**src/rtl/deadlock_block_detector_pkg.sv**
```systemverilog
// Shared types and helpers for the deadlock block detector.
//   det_state_e : detector FSM states
//   sat_inc     : saturating increment for counters up to 64 bits wide
// Optional macro DEADLOCK_DETECTOR_RELEASE_EN is consumed by the top module.
package deadlock_detector_pkg;

  typedef enum logic [1:0] {
    IDLE,
    WATCH,
    BLOCKED
  } det_state_e;

  // Returns v+1, or v unchanged once it has reached max.
  function automatic logic [63:0] sat_inc(input logic [63:0] v, input logic [63:0] max);
    return (v == max) ? v : v + 64'd1;
  endfunction

endpackage

```
**src/rtl/deadlock_block_detector_if.sv**
```systemverilog
// Kernel monitor <-> deadlock detector connection.
//   enable, clear               : detector controls
//   axis_block_sigs             : per-AXIS-port blocked flags
//   inst_idle_sigs              : per-instance idle flags
//   inst_block_sigs             : per-instance blocked flags
//   block, block_pulse          : deadlock status and entry strobe
//   block_src_axis/inst, block_cycle : snapshot taken at declaration
// Modports: master = monitor side (drives inputs), slave = detector side.
interface deadlock_block_detector_if #(
  parameter int unsigned N_AXIS = 1,
  parameter int unsigned N_INST = 2,
  parameter int unsigned N_BLK  = 1,
  parameter int unsigned CNT_W  = 32
);
  logic              enable;
  logic              clear;
  logic [N_AXIS-1:0] axis_block_sigs;
  logic [N_INST-1:0] inst_idle_sigs;
  logic [N_BLK-1:0]  inst_block_sigs;
  logic              block;
  logic              block_pulse;
  logic [N_AXIS-1:0] block_src_axis;
  logic [N_BLK-1:0]  block_src_inst;
  logic [CNT_W-1:0]  block_cycle;

  modport master (
    output enable, clear, axis_block_sigs, inst_idle_sigs, inst_block_sigs,
    input  block, block_pulse, block_src_axis, block_src_inst, block_cycle
  );

  modport slave (
    input  enable, clear, axis_block_sigs, inst_idle_sigs, inst_block_sigs,
    output block, block_pulse, block_src_axis, block_src_inst, block_cycle
  );
endinterface

```
**src/rtl/deadlock_block_detector_persist.sv**
```systemverilog
// Persistence counter for the deadlock detector.
// Holds the stalled-sample count and the previous block vector.
//   clk, rst   : clock, synchronous active-high reset
//   vec        : current block vector {axis, inst}
//   cnt_zero   : clear the count (highest priority)
//   cnt_arm    : load the count with 1 (first stalled sample / restart)
//   cnt_step   : increment the count
//   changed    : vec differs from the vector registered last cycle
//   terminal   : count has reached PERSIST_CYCLES-1
module deadlock_persist_counter #(
  parameter int unsigned VEC_W          = 2,
  parameter int unsigned PERSIST_CYCLES = 16
) (
  input  logic             clk,
  input  logic             rst,
  input  logic [VEC_W-1:0] vec,
  input  logic             cnt_zero,
  input  logic             cnt_arm,
  input  logic             cnt_step,
  output logic             changed,
  output logic             terminal
);
  // Count never exceeds PERSIST_CYCLES-1, so clog2 bits suffice (P >= 2).
  localparam int unsigned CW = (PERSIST_CYCLES > 2) ? $clog2(PERSIST_CYCLES) : 1;

  logic [CW-1:0]    cnt;
  logic [VEC_W-1:0] prev_vec;

  assign changed  = (vec != prev_vec);
  assign terminal = (cnt == CW'(PERSIST_CYCLES - 1));

  always_ff @(posedge clk) begin
    if (rst) begin
      cnt      <= '0;
      prev_vec <= '0;
    end else begin
      prev_vec <= vec;
      if (cnt_zero)      cnt <= '0;
      else if (cnt_arm)  cnt <= CW'(1);
      else if (cnt_step) cnt <= cnt + CW'(1);
    end
  end
endmodule

```
**src/rtl/deadlock_block_detector.sv**
```systemverilog
// Deadlock block detector: declares a kernel deadlock once a stall with an
// unchanging block vector persists for PERSIST_CYCLES consecutive samples.
// Ports:
//   kernel_monitor_clock : clock (rising edge)
//   kernel_monitor_reset : synchronous active-high reset
//   mon (slave modport)  : enable/clear, block/idle vectors in;
//                          block, block_pulse and the declaration snapshot out
// Optional: define DEADLOCK_DETECTOR_RELEASE_EN to leave BLOCKED automatically
// when the stall disappears; otherwise only clear or reset leave BLOCKED.
module deadlock_block_detector
  import deadlock_detector_pkg::*;
#(
  parameter int unsigned N_AXIS         = 1,
  parameter int unsigned N_INST         = 2,
  parameter int unsigned N_BLK          = 1,
  parameter int unsigned PERSIST_CYCLES = 16,
  parameter int unsigned CNT_W          = 32
) (
  input logic                     kernel_monitor_clock,
  input logic                     kernel_monitor_reset,
  deadlock_block_detector_if.slave mon
);
  localparam logic [CNT_W-1:0] CNT_MAX = '1;

  det_state_e state, state_n;

  logic                    stall;
  logic [N_AXIS+N_BLK-1:0] vec;
  logic                    changed, terminal;
  logic                    cnt_zero, cnt_arm, cnt_step;
  logic                    pulse_n, capture;

  logic [CNT_W-1:0]  cycle_cnt;
  logic              block_pulse_r;
  logic [N_AXIS-1:0] src_axis_r;
  logic [N_BLK-1:0]  src_inst_r;
  logic [CNT_W-1:0]  block_cycle_r;

  assign stall = (|mon.axis_block_sigs | |mon.inst_block_sigs) & ~(&mon.inst_idle_sigs);
  assign vec   = {mon.axis_block_sigs, mon.inst_block_sigs};

  deadlock_persist_counter #(
    .VEC_W          (N_AXIS + N_BLK),
    .PERSIST_CYCLES (PERSIST_CYCLES)
  ) u_persist (
    .clk      (kernel_monitor_clock),
    .rst      (kernel_monitor_reset),
    .vec      (vec),
    .cnt_zero (cnt_zero),
    .cnt_arm  (cnt_arm),
    .cnt_step (cnt_step),
    .changed  (changed),
    .terminal (terminal)
  );

  always_comb begin
    state_n  = state;
    pulse_n  = 1'b0;
    capture  = 1'b0;
    cnt_zero = 1'b0;
    cnt_arm  = 1'b0;
    cnt_step = 1'b0;
    if (mon.clear) begin
      // clear outranks every transition, including the terminal edge
      state_n  = IDLE;
      cnt_zero = 1'b1;
    end else begin
      case (state)
        IDLE: begin
          if (mon.enable && stall) begin
            state_n = WATCH;
            cnt_arm = 1'b1;
          end else begin
            cnt_zero = 1'b1;
          end
        end
        WATCH: begin
          if (!(mon.enable && stall)) begin
            state_n  = IDLE;
            cnt_zero = 1'b1;
          end else if (changed) begin
            cnt_arm = 1'b1;
          end else if (terminal) begin
            state_n  = BLOCKED;
            pulse_n  = 1'b1;
            capture  = 1'b1;
            cnt_zero = 1'b1;
          end else begin
            cnt_step = 1'b1;
          end
        end
        BLOCKED: begin
          cnt_zero = 1'b1;
`ifdef DEADLOCK_DETECTOR_RELEASE_EN
          if (!stall) state_n = IDLE;
`endif
        end
        default: begin
          state_n  = IDLE;
          cnt_zero = 1'b1;
        end
      endcase
    end
  end

  always_ff @(posedge kernel_monitor_clock) begin
    if (kernel_monitor_reset) begin
      state         <= IDLE;
      cycle_cnt     <= '0;
      block_pulse_r <= 1'b0;
      src_axis_r    <= '0;
      src_inst_r    <= '0;
      block_cycle_r <= '0;
    end else begin
      state         <= state_n;
      cycle_cnt     <= CNT_W'(sat_inc(64'(cycle_cnt), 64'(CNT_MAX)));
      block_pulse_r <= pulse_n;
      if (capture) begin
        src_axis_r    <= mon.axis_block_sigs;
        src_inst_r    <= mon.inst_block_sigs;
        block_cycle_r <= cycle_cnt;
      end
    end
  end

  assign mon.block          = (state == BLOCKED);
  assign mon.block_pulse    = block_pulse_r;
  assign mon.block_src_axis = src_axis_r;
  assign mon.block_src_inst = src_inst_r;
  assign mon.block_cycle    = block_cycle_r;
endmodule

```
**src/flat_wrapper.sv**
```systemverilog
// flat-port wrapper written by rule: the top's interface ports become plain ports
module deadlock_block_detector_flat import deadlock_detector_pkg::*;
#(
  parameter int unsigned N_AXIS         = 1,
  parameter int unsigned N_INST         = 2,
  parameter int unsigned N_BLK          = 1,
  parameter int unsigned PERSIST_CYCLES = 16,
  parameter int unsigned CNT_W          = 32
)
  (kernel_monitor_clock, kernel_monitor_reset, mon_enable, mon_clear, mon_axis_block_sigs, mon_inst_idle_sigs, mon_inst_block_sigs, mon_block, mon_block_pulse, mon_block_src_axis, mon_block_src_inst, mon_block_cycle);
  deadlock_block_detector_if #(.N_AXIS(N_AXIS), .N_INST(N_INST), .N_BLK(N_BLK), .CNT_W(CNT_W)) mon_i ();
  input logic kernel_monitor_clock;
  input logic kernel_monitor_reset;
  input wire logic [$bits(mon_i.enable)-1:0] mon_enable;
  input wire logic [$bits(mon_i.clear)-1:0] mon_clear;
  input wire logic [$bits(mon_i.axis_block_sigs)-1:0] mon_axis_block_sigs;
  input wire logic [$bits(mon_i.inst_idle_sigs)-1:0] mon_inst_idle_sigs;
  input wire logic [$bits(mon_i.inst_block_sigs)-1:0] mon_inst_block_sigs;
  output wire logic [$bits(mon_i.block)-1:0] mon_block;
  output wire logic [$bits(mon_i.block_pulse)-1:0] mon_block_pulse;
  output wire logic [$bits(mon_i.block_src_axis)-1:0] mon_block_src_axis;
  output wire logic [$bits(mon_i.block_src_inst)-1:0] mon_block_src_inst;
  output wire logic [$bits(mon_i.block_cycle)-1:0] mon_block_cycle;
  assign mon_i.enable = mon_enable;
  assign mon_i.clear = mon_clear;
  assign mon_i.axis_block_sigs = mon_axis_block_sigs;
  assign mon_i.inst_idle_sigs = mon_inst_idle_sigs;
  assign mon_i.inst_block_sigs = mon_inst_block_sigs;
  assign mon_block = mon_i.block;
  assign mon_block_pulse = mon_i.block_pulse;
  assign mon_block_src_axis = mon_i.block_src_axis;
  assign mon_block_src_inst = mon_i.block_src_inst;
  assign mon_block_cycle = mon_i.block_cycle;
  deadlock_block_detector #(.N_AXIS(N_AXIS), .N_INST(N_INST), .N_BLK(N_BLK), .PERSIST_CYCLES(PERSIST_CYCLES), .CNT_W(CNT_W)) u_core (.kernel_monitor_clock(kernel_monitor_clock), .kernel_monitor_reset(kernel_monitor_reset), .mon(mon_i));
endmodule
```
**config.mk**
```make
export PLATFORM = sky130hd
export DESIGN_NAME = deadlock_block_detector_flat
export DESIGN_NICKNAME = d
export VERILOG_FILES = /design/src/rtl/deadlock_block_detector_pkg.sv /design/src/rtl/deadlock_block_detector_if.sv /design/src/rtl/deadlock_block_detector_persist.sv /design/src/rtl/deadlock_block_detector.sv /design/src/flat_wrapper.sv
export SDC_FILE = /design/constraint.sdc
export NUM_CORES = 1
export LEC_CHECK = 0
export BUFFER_PORTS_ARGS = -buffer_cell sky130_fd_sc_hd__buf_2
export CORE_AREA = 2 2 89 91
export DETAILED_ROUTE_END_ITERATION = 10
export DIE_AREA = 0 0 91 93
export PLACE_DENSITY = 0.66
export REMOVE_ABC_BUFFERS = 1
export SYNTH_ARGS = -nofsm -noshare
export SYNTH_HDL_FRONTEND = slang
export SYNTH_HIERARCHICAL = 1
export SYNTH_SLANG_ARGS = --single-unit
```
**constraint.sdc**
```tcl
create_clock -name kernel_monitor_clock -period 2.04 [get_ports kernel_monitor_clock]
set_input_delay 0.102 -clock kernel_monitor_clock [delete_from_list [all_inputs] [get_ports kernel_monitor_clock]]
set_output_delay 0.102 -clock kernel_monitor_clock [all_outputs]
set_load 0.02 [all_outputs]
```
# After elaboration in Yosys (flattened, before gate mapping)

Index checks and enable logic that the tools add are counted.

Bitwise logic cells: 4
Equal/unequal tests: 8
Add/sub/neg operators: 2
Reduce and logical (&&, ||, !) cells: 8
Mux-type cells: 26

Operator list:

| cell                                                                    | count |
|---|---|
| 32-bit by 1-bit adder with 32-bit output, second input constant         | 1 |
| 32-bit == test, second input constant                                   | 1 |
| 1-bit two-way mux                                                       | 19 |
| 2-bit two-way mux                                                       | 4 |
| 2-bit one-hot mux with 3 select lines                                   | 1 |
| 4-bit by 1-bit adder with 4-bit output, second input constant           | 1 |
| 4-bit == test, second input constant                                    | 1 |
| 1-bit one-hot mux with 2 select lines                                   | 2 |
| 4-bit AND reduction                                                     | 1 |
| 2-bit OR reduction                                                      | 2 |
| 3-bit by 2-bit inequality test with 1-bit output, second input constant | 1 |
| 3-bit inequality test, second input constant                            | 1 |
| 3-bit OR reduction                                                      | 1 |
| 2-bit by 1-bit == test with 1-bit output, second input constant         | 1 |
| 2-bit == test, second input constant                                    | 1 |
| 2-bit zero test                                                         | 1 |
| 2-bit by 1-bit inequality test with 1-bit output, second input constant | 1 |
| 2-bit inequality test                                                   | 1 |
| 1-bit inverter                                                          | 2 |
| 2-bit AND reduction                                                     | 1 |
| 2-bit nonzero test                                                      | 1 |
| 1-bit bitwise AND                                                       | 1 |
| 1-bit logical AND                                                       | 1 |
| 1-bit bitwise OR                                                        | 1 |

Flip-flop bits (word level): 75
Word-level logic and storage cells: 57
Input port bits: 8

# Logic depth before layout (Yosys ltp)

Gate-level depths: netlist (run 1).

Depth after elaboration: 9
Gate-level depth with buffers: 9
Depth with buffers taken out: 7

# Cells and area by module

Netlist (run 1), hierarchy kept.

Modules (own cells, without submodules):

| module                   | area an instance (um^2) | instances | cells an instance | sequential area each (um^2) |
|---|---|---|---|---|
| deadlock_block_detector  | 3034.2                  | 1         | 368               | 1381.3 |
| deadlock_persist_counter | 267.8                   | 1         | 26                | 120.1 |

# Least setup slack after synthesis (run 1)

OpenSTA, ideal clock, no wires.

Kind: reg2reg
From: register u_core.cycle_cnt[0]
To: register u_core.cycle_cnt[11]
Path buffers: 1
Arrival time: 2084 ps
Stages on the path, launching flop included: 8
Path slack: -165 ps
Setup time: 121 ps
Cell sequence: dfxtp_1 ha_1 nand4_1 or4_4 nor3_2 buf_4 nor4_1 mux2_2

Longest elaborated chain between the ends: 1

RTL lines:

| element                                                                    | RTL line                          | text |
|---|---|---|
| from (decl)                                                                | deadlock_block_detector.sv:33     | `logic [CNT_W-1:0] cycle_cnt;` |
| from (signal assigned)                                                     | deadlock_block_detector.sv:116    | `cycle_cnt <= CNT_W'(sat_inc(64'(cycle_cnt), 64'(CNT_MAX)));` |
| 32-bit by 1-bit adder with 32-bit output or 32-bit == test (tied branches) | deadlock_block_detector_pkg.sv:15 | `return (v == max) ? v : v + 64'd1;` |

Several ways; a longest one is shown, not always the timed one.
A chain may end at the register's enable or synchronous reset.

# Worst setup path in the final report (run 1)

From: register u_core.cycle_cnt[5]
To: register u_core.cycle_cnt[9]

Same word-level chain as after synthesis.

==> impl_metrics.py, run 1 <==
metrics = {
    "outcome": {
        "status": "complete, no violations",
    },
    "logic_synthesis": {
        "synth_edf_count": 0,
        "ys_seq_area_share_pct": 45.5,
        "netlist_top_cells_area": "dfxtp_1 45%, nand2_1 9.2%, a21oi_1 7.3%",
        "ys_ff_latch": 75,
        "synthesis.area_um2": 3300,
        "yosys.cell_types.count": 47,
        "synth_warnings": 6,
        "yosysMostFrequentCell": "nand2_1",
        "synth_top_cell_area_share_pct": 45.5,
        "synth_common_cells": "81 x nand2_1, 75 x dfxtp_1, 48 x a21oi_1, 27 x nor2_1, 15 x clkbuf_1",
        "yosysTopAreaCell": "dfxtp_1",
        "postSynth.asyncResetShare_pct": 0,
        "ys.flop_type": "dfxtp_1",
        "postSynthAreaPerCell_um2": 8.38,
        "synthCells": 394,
    },
    "setup_path": {
        "end_kind": "flop",
        "critical_path.startpoint": "u_core/cycle_cnt[5]$_SDFFE_PP0P_",
        "rr_startpoint": "u_core/cycle_cnt[5]$_SDFFE_PP0P_",
        "critPathMaxStageDelay_ns": 0.61,
        "crit_path_end": "u_core/cycle_cnt[9]$_SDFFE_PP0P_",
        "start_kind": "flop",
        "cp_max_fo": 8,
        "path_cells": "nand4_1 -> buf_6 -> or4_4 -> nor3_4 -> buf_4 -> buf_4 -> or4_1 -> a21oi_1",
        "r2r_cells": 8,
        "r2r_slack_ns": 0.04,
        "slowest_stage": "or4_4",
        "crit_arrival_ns": 2.21,
        "cp_common_cell": "buf_4",
        "reg2reg_to": "u_core/cycle_cnt[9]$_SDFFE_PP0P_",
        "critPathKind": "flop to flop",
        "worstPathRequired_ns": 2.25,
    },
    "place": {
        "place_congestion": 0.817,
        "numPortBuffers": 43,
        "dp_hpwl_um": 5330,
    },
    "floorplanning": {
        "initial_utilization_pct": 43.9,
        "die_w_um": 91,
        "ioPinCount": 44,
        "die-area_um2": 8460,
        "rows": 32,
        "core_um2": 7530,
        "die_h_um": 93,
    },
    "cts": {
        "clock_sinks": 75,
        "cts_buffers": 9,
        "clk_path_buf_depth": 2,
        "clkSlewWorstSetupHoldPaths_ns": 0.08,
        "clkLatencyLatePin_ns": 0.35,
        "htreeDepth": 3,
        "cts_tree": "done",
        "cts_root_buf": "clkbuf_8",
    },
    "route": {
        "drt_iter0_markers": 121,
        "drc": 0,
        "routed_wl_um": 7770,
        "wire_per_inst_um": 13.2,
        "drt_first_pass_iters": 4,
        "via_count": 3067,
        "ant_nets": 0,
        "viasPerCell": 5.22,
    },
    "power_and_ir_drop": {
        "p_leak_nw": 1.65,
        "vdd_drop_max_v": 0.000436,
        "total_power_mw": 2.74,
        "powerDensity_nw_per_um2": 647,
    },
    "sta": {
        "relSlewSlack_pct": 54.1,
        "tightest_slew_ns": 0.689,
        "min_period_ns": 2.00,
        "fin_skew_ns": 0.00984,
        "finalHoldViolations": 0,
        "setup_tns_ns": 0,
        "rsz0062_at_grt": "yes",
        "timing.fmax_mhz": 499,
        "slew_violations": 0,
        "fin_crit_sh_pct": 98.2,
        "setup_viol": 0,
    },
    "cells_and_area": {
        "drive_above_1_share_pct": 28.6,
        "areaGrowthSynthToFinish_pct": 28.5,
        "final_nets": 491,
        "finalCoreUtilization_pct": 56.3,
        "num_antenna_cells": 0,
        "fillerInstances": 719,
    },
    "global_routing": {
        "grt_max_degree": 38,
        "antenna_found_initial": 0,
        "grt_pass1_wl_um": 13000,
        "gr-total-overflow": 0,
        "grt_use_total_pct": 18.9,
        "grt_pass1_vias": 2867,
    },
    "worst_hold_path": {
        "hold_path_class": "input port to flop",
    },
    "job": {
        "maxCapViolations": 0,
    },
}
==> worst max-delay path, delay by kind of cell, from the launching register on <==
family / cells / cell delay, ns
AO/OA/AOI/OAI: 1 / 0.06
AND/OR/NAND/NOR: 4 / 1.01
flip-flops: 1 / 0.34
buffers and inverters: 3 / 0.46
==> final cells by class <==
class | instances | area, um2 | share of cell area, %
Timing Repair Buffer | 99 | 646 | 15.2
Inverter | 2 | 7.51 | 0.177
Clock inverter | 4 | 48.8 | 1.15
Clock buffer | 12 | 155 | 3.66
Multi-Input combinational cell | 294 | 1750 | 41.2
Tap cell | 102 | 128 | 3.01
Sequential cell | 75 | 1510 | 35.5
==> layer usage <==
layer	global-route usage (%)	share of wire, %	vias to the layer above	wire length [um]
met5	0	0	-	0
met4	6.69	1.3	0	99
met3	4.75	4.0	6	310
met2	30.3	45	66	3530
met1	24.7	49	1432	3820
li1	-	-	1563	-
==> layout by cell type, fill, tap and decap left out, types with 11 or more instances in the layout <==
cell type | Yosys | final
a21oi_1 | 48 | 48
buf_2 | 4 | 43
buf_4 | 1 | 53
clkbuf_8 | 0 | 11
dfxtp_1 | 75 | 70
nand2_1 | 81 | 81
nand3_1 | 12 | 11
nand4_1 | 13 | 13
nor2_1 | 27 | 27
nor2b_1 | 13 | 12
==> cells by family after synthesis <==
kind of cell               count (synthesis)  synth area share (%)
xor gates and xnor gates                  15                  3.98
muxes                                     10                  3.45
AOI/OAI and AO/OA                         74                  12.9
adders and majority gates                  2                 0.758
DFF                                       75                  45.5
buffers and inverters                     25                  3.41
and+or+nand+nor                          193                  30.0
==> state kept, by name, indices dropped and copies added, names as in the netlist <==
signal,cells
u_core/mon.block_src_inst,1
u_core/mon.block_cycle,32
u_core/mon.block_src_axis,1
u_core/state,2
u_core/u_persist/prev_vec,2
u_core/u_persist/cnt,4
u_core/cycle_cnt,32
u_core/mon.block_pulse,1
==> through the flow <==
step	cell area, um2	std cells	hold slack (ns)	setup slack [ns]
after detailed placement	3900	564	0.292	-0.0252
after CTS	4130	582	0.00190	0.00306
after floorplan	3200	371	0.171	-0.508
after global placement	3900	564	0.286	0.0282
final	4240	588	0.0137	0.0376
after global routing	4240	588	0.0241	-0.0450
==> report_power, final <==
group          internal, mW  leakage, nW  switching, mW  total, mW
Combinational        0.0387        0.934         0.0606     0.0994
Clock                 0.630        0.106          0.538       1.17
Sequential             1.47        0.607        0.00549       1.48
==> repair_timing <==
action                                  CTS  global route
hold buffers                              1             0
resized for setup                         1            16
endpoints found under the setup margin    5            18
cloned                                    0             1
buffers inserted                          1             5
hold endpoints to repair                  1             0
pin swaps                                 1             0
==> worst min path at each step <==
| stage | start | to | depth (start not counted) |
|---|---|---|---|
| finish | mon_inst_block_sigs | u_core/u_persist/prev_vec[0]$_SDFF_PP0_ | 2 |
| global route | mon_axis_block_sigs | u_core/mon.block_src_axis$_SDFFE_PP0P_ | 3 |
| CTS | mon_inst_block_sigs | u_core/u_persist/prev_vec[0]$_SDFF_PP0_ | 2 |
| detailed placement | mon_clear | u_core/state[1]$_SDFFE_PP0P_ | 2 |
| global placement | mon_clear | u_core/state[1]$_SDFFE_PP0P_ | 2 |
| floorplan | kernel_monitor_reset | u_core/cycle_cnt[10]$_SDFFE_PP0P_ | 1 |
Note: power is estimated with default switching activity, not from simulation.
==> run 2: changes to the inputs <==
--- a/config.mk
+++ b/config.mk
@@ -5,12 +5,13 @@
 export SDC_FILE = /design/constraint.sdc
 export NUM_CORES = 1
 export LEC_CHECK = 0
+export ABC_AREA = 1
 export BUFFER_PORTS_ARGS = -buffer_cell sky130_fd_sc_hd__buf_2
-export CORE_AREA = 2 2 89 91
+export CORE_AREA = 2 2 98 100
 export DETAILED_ROUTE_END_ITERATION = 10
-export DIE_AREA = 0 0 91 93
-export PLACE_DENSITY = 0.66
+export DIE_AREA = 0 0 100 102
 export REMOVE_ABC_BUFFERS = 1
+export SLEW_MARGIN = 20
 export SYNTH_ARGS = -nofsm -noshare
 export SYNTH_HDL_FRONTEND = slang
 export SYNTH_HIERARCHICAL = 1
==> impl_metrics.py, run 2 <==
metrics = {
    "floorplanning": {
        "ioPinCount": 44,
        "core_um2": 9110,
        "die-area_um2": 10200,
        "die_w_um": 100,
        "rows": 35,
        "die_h_um": 102,
        "initial_utilization_pct": 40.2,
    },
    "global_routing": {
        "antenna_found_initial": 0,
        "grt_max_degree": 52,
        "grt_pass1_wl_um": 15000,
        "gr-total-overflow": 0,
        "grt_use_total_pct": 18.4,
        "grt_pass1_vias": 3275,
    },
    "logic_synthesis": {
        "ys_ff_latch": 75,
        "synthCells": 542,
        "synth_common_cells": "162 x nand2_1, 75 x dfxtp_1, 74 x nor2_1, 64 x nand3_1, 59 x inv_1",
        "postSynth.asyncResetShare_pct": 0,
        "synth_top_cell_area_share_pct": 41.0,
        "synth_warnings": 6,
        "netlist_top_cells_area": "dfxtp_1 41%, nand2_1 17%, nand3_1 8.8%",
        "yosys.cell_types.count": 30,
        "ys.flop_type": "dfxtp_1",
        "yosysMostFrequentCell": "nand2_1",
        "ys_seq_area_share_pct": 41.0,
        "yosysTopAreaCell": "dfxtp_1",
        "synth_edf_count": 0,
        "postSynthAreaPerCell_um2": 6.75,
        "synthesis.area_um2": 3660,
    },
    "sta": {
        "fin_skew_ns": 0.0104,
        "tightest_slew_ns": 0.540,
        "fin_crit_sh_pct": 88.9,
        "min_period_ns": 1.81,
        "relSlewSlack_pct": 64.0,
        "setup_viol": 0,
        "fin_ws_ns": 0.226,
        "slew_violations": 0,
        "timing.fmax_mhz": 551,
        "finalHoldViolations": 0,
        "rsz0062_at_grt": "no",
    },
    "setup_path": {
        "r2r_slack_ns": 0.23,
        "cp_num_buf_inv": 3,
        "critical_path.startpoint": "u_core/u_persist/cnt[0]$_SDFFE_PP0P_",
        "r2r_cells": 11,
        "critPathKind": "flop to flop",
        "crit_arrival_ns": 2.07,
        "end_kind": "flop",
        "path_cells": "ha_1 -> and3_1 -> inv_1 -> or2_2 -> o211ai_1 -> or2_2 -> inv_1 -> nand2_1 -> nor2_2 -> inv_1 -> nor2_1",
        "reg2reg_to": "u_core/u_persist/cnt[2]$_SDFFE_PP0P_",
        "cp_common_cell": "inv_1",
        "worstPathRequired_ns": 2.30,
        "critPathMaxStageDelay_ns": 0.38,
        "start_kind": "flop",
        "cp_max_fo": 3,
        "slowest_stage": "dfxtp_1",
        "cp_top_family": "simple AND/OR/NAND/NOR gates",
        "rr_startpoint": "u_core/u_persist/cnt[0]$_SDFFE_PP0P_",
        "path_depth": 11,
    },
    "cts": {
        "clk_path_buf_depth": 2,
        "clkLatencyLatePin_ns": 0.36,
        "cts_buffers": 9,
        "clock_sinks": 75,
        "htreeDepth": 3,
        "cts_root_buf": "clkbuf_8",
        "cts_tree": "done",
        "clkSlewWorstSetupHoldPaths_ns": 0.08,
    },
    "place": {
        "dp_hpwl_um": 6480,
        "numPortBuffers": 43,
        "place_inst": 695,
        "place_area_um2": 4030,
        "place_congestion": 0.894,
        "dp_slack_ns": 0.231,
    },
    "route": {
        "drc": 0,
        "wire_per_inst_um": 12.1,
        "ant_nets": 0,
        "drt_first_pass_iters": 5,
        "viasPerCell": 4.74,
        "drt_iter0_markers": 100,
        "routed_wl_um": 8630,
        "via_count": 3379,
    },
    "worst_hold_path": {
        "hold_path_class": "input port to flop",
        "min_delay_worst_endpoint": "u_core/state[0]$_SDFFE_PP0P_",
        "min_from": "mon_clear",
        "min_path_cells": 4,
    },
    "power_and_ir_drop": {
        "p_leak_nw": 1.79,
        "powerDensity_nw_per_um2": 672,
        "total_power_mw": 2.88,
        "vdd_drop_max_v": 0.000300,
    },
    "cells_and_area": {
        "drive_above_1_share_pct": 16.4,
        "finish.instance_area_um2": 4280,
        "final_common_cell": "nand2_1",
        "final_nets": 607,
        "areaGrowthSynthToFinish_pct": 17.0,
        "layout_common_cells": "162 x nand2_1, 75 x dfxtp_1, 73 x nor2_1",
        "regArea_um2": 1500,
        "num_antenna_cells": 0,
        "fin_cells": 713,
        "fillerInstances": 935,
        "finalCoreUtilization_pct": 47.0,
        "multi_input_area_um2": 1820,
    },
    "job": {
        "maxCapViolations": 0,
    },
    "outcome": {
        "status": "complete, no violations",
    },
}
[run 2: changes by cell type after synthesis, moves of 9 or more]
| cell | previous run | this run |
|---|---|---|
| nand2_1 | 81 | 162 |
| clkbuf_1 | 15 | 5 |
| nand4_1 | 13 | 0 |
| nor2_1 | 27 | 74 |
| a21oi_1 | 48 | 39 |
| nand3_1 | 12 | 64 |
| inv_1 | 2 | 59 |
| nor2b_1 | 13 | 0 |
[run 2: worst max path at each step]
| stage | to | slack [ns] |
|---|---|---|
| floorplan | u_core/mon.block_cycle[0]$_SDFFE_PP0P_ | -0.37 |
| detailed placement | u_core/u_persist/cnt[2]$_SDFFE_PP0P_ | 0.23 |
| global placement | u_core/u_persist/cnt[1]$_SDFFE_PP0P_ | 0.31 |
| global route | u_core/u_persist/cnt[2]$_SDFFE_PP0P_ | 0.006 |
| CTS | u_core/u_persist/cnt[2]$_SDFFE_PP0P_ | 0.21 |
| finish | u_core/u_persist/cnt[2]$_SDFFE_PP0P_ | 0.23 |
[run 2: cell families after synthesis]
| logic type | synth area share [%] |
|---|---|
| AO/OA/AOI/OAI | 8.04 |
| flip-flops | 41.0 |
| buffers and inverters | 9.27 |
| AND/OR/NAND/NOR | 37.9 |
| XOR/XNOR | 3.11 |
| adder cells (fa/ha/maj) | 0.684 |
[run 2: metrics by stage]
step           setup TNS, ns  hold slack (ns)
2_1_floorplan         -12.72            0.164
3_3_place_gp               0            0.359
3_5_place_dp               0            0.367
4_1_cts                    0           0.0956
5_1_grt                    0            0.122
6_report                   0            0.104
[run 2: timing repair]
action | CTS | global route
gates resized for setup | 0 | 1
setup buffers | 0 | 0
hold endpoints to repair | 2 | 0
hold buffers | 2 | 0
setup endpoints to repair | 0 | 2
[run 2: layout make-up]
| type | instances | area share [%] |
|---|---|---|
| clock buffers | 12 | 3.62 |
| multi-input cells | 388 | 42.5 |
| flip-flops and latches | 75 | 35.1 |
| well taps | 111 | 3.24 |
| inverters | 61 | 5.38 |
| repair buffers | 62 | 8.47 |
| clock inverters | 4 | 1.69 |
[run 2: worst register-to-register path: cells and delay by family (launching register included)]
| family | cells | cell delay, ns |
|---|---|---|
| buffers and inverters | 3 | 0.14 |
| adder cells (fa/ha/maj) | 1 | 0.18 |
| flip-flops | 1 | 0.38 |
| AO/OA/AOI/OAI | 1 | 0.22 |
| AND/OR/NAND/NOR | 6 | 0.79 |
[run 2: per-layer routing]
| metal | global-route usage (%) | vias to the layer above | part of all wire (%) | wire, um |
|---|---|---|---|---|
| li1 | - | 1812 | - | - |
| met1 | 24.0 | 1502 | 50 | 4350 |
| met2 | 30.5 | 54 | 44 | 3820 |
| met3 | 4.31 | 11 | 3.8 | 331 |
| met4 | 6.01 | 0 | 1.5 | 127 |
| met5 | 0 | - | 0 | 0 |
[run 2: where the power goes]
part           leakage, nW  internal (mW)  switching, mW
Combinational         1.08         0.0297         0.0547
Sequential           0.605           1.47        0.00660
Clock                0.113          0.754          0.561
Total                 1.79           2.25          0.622
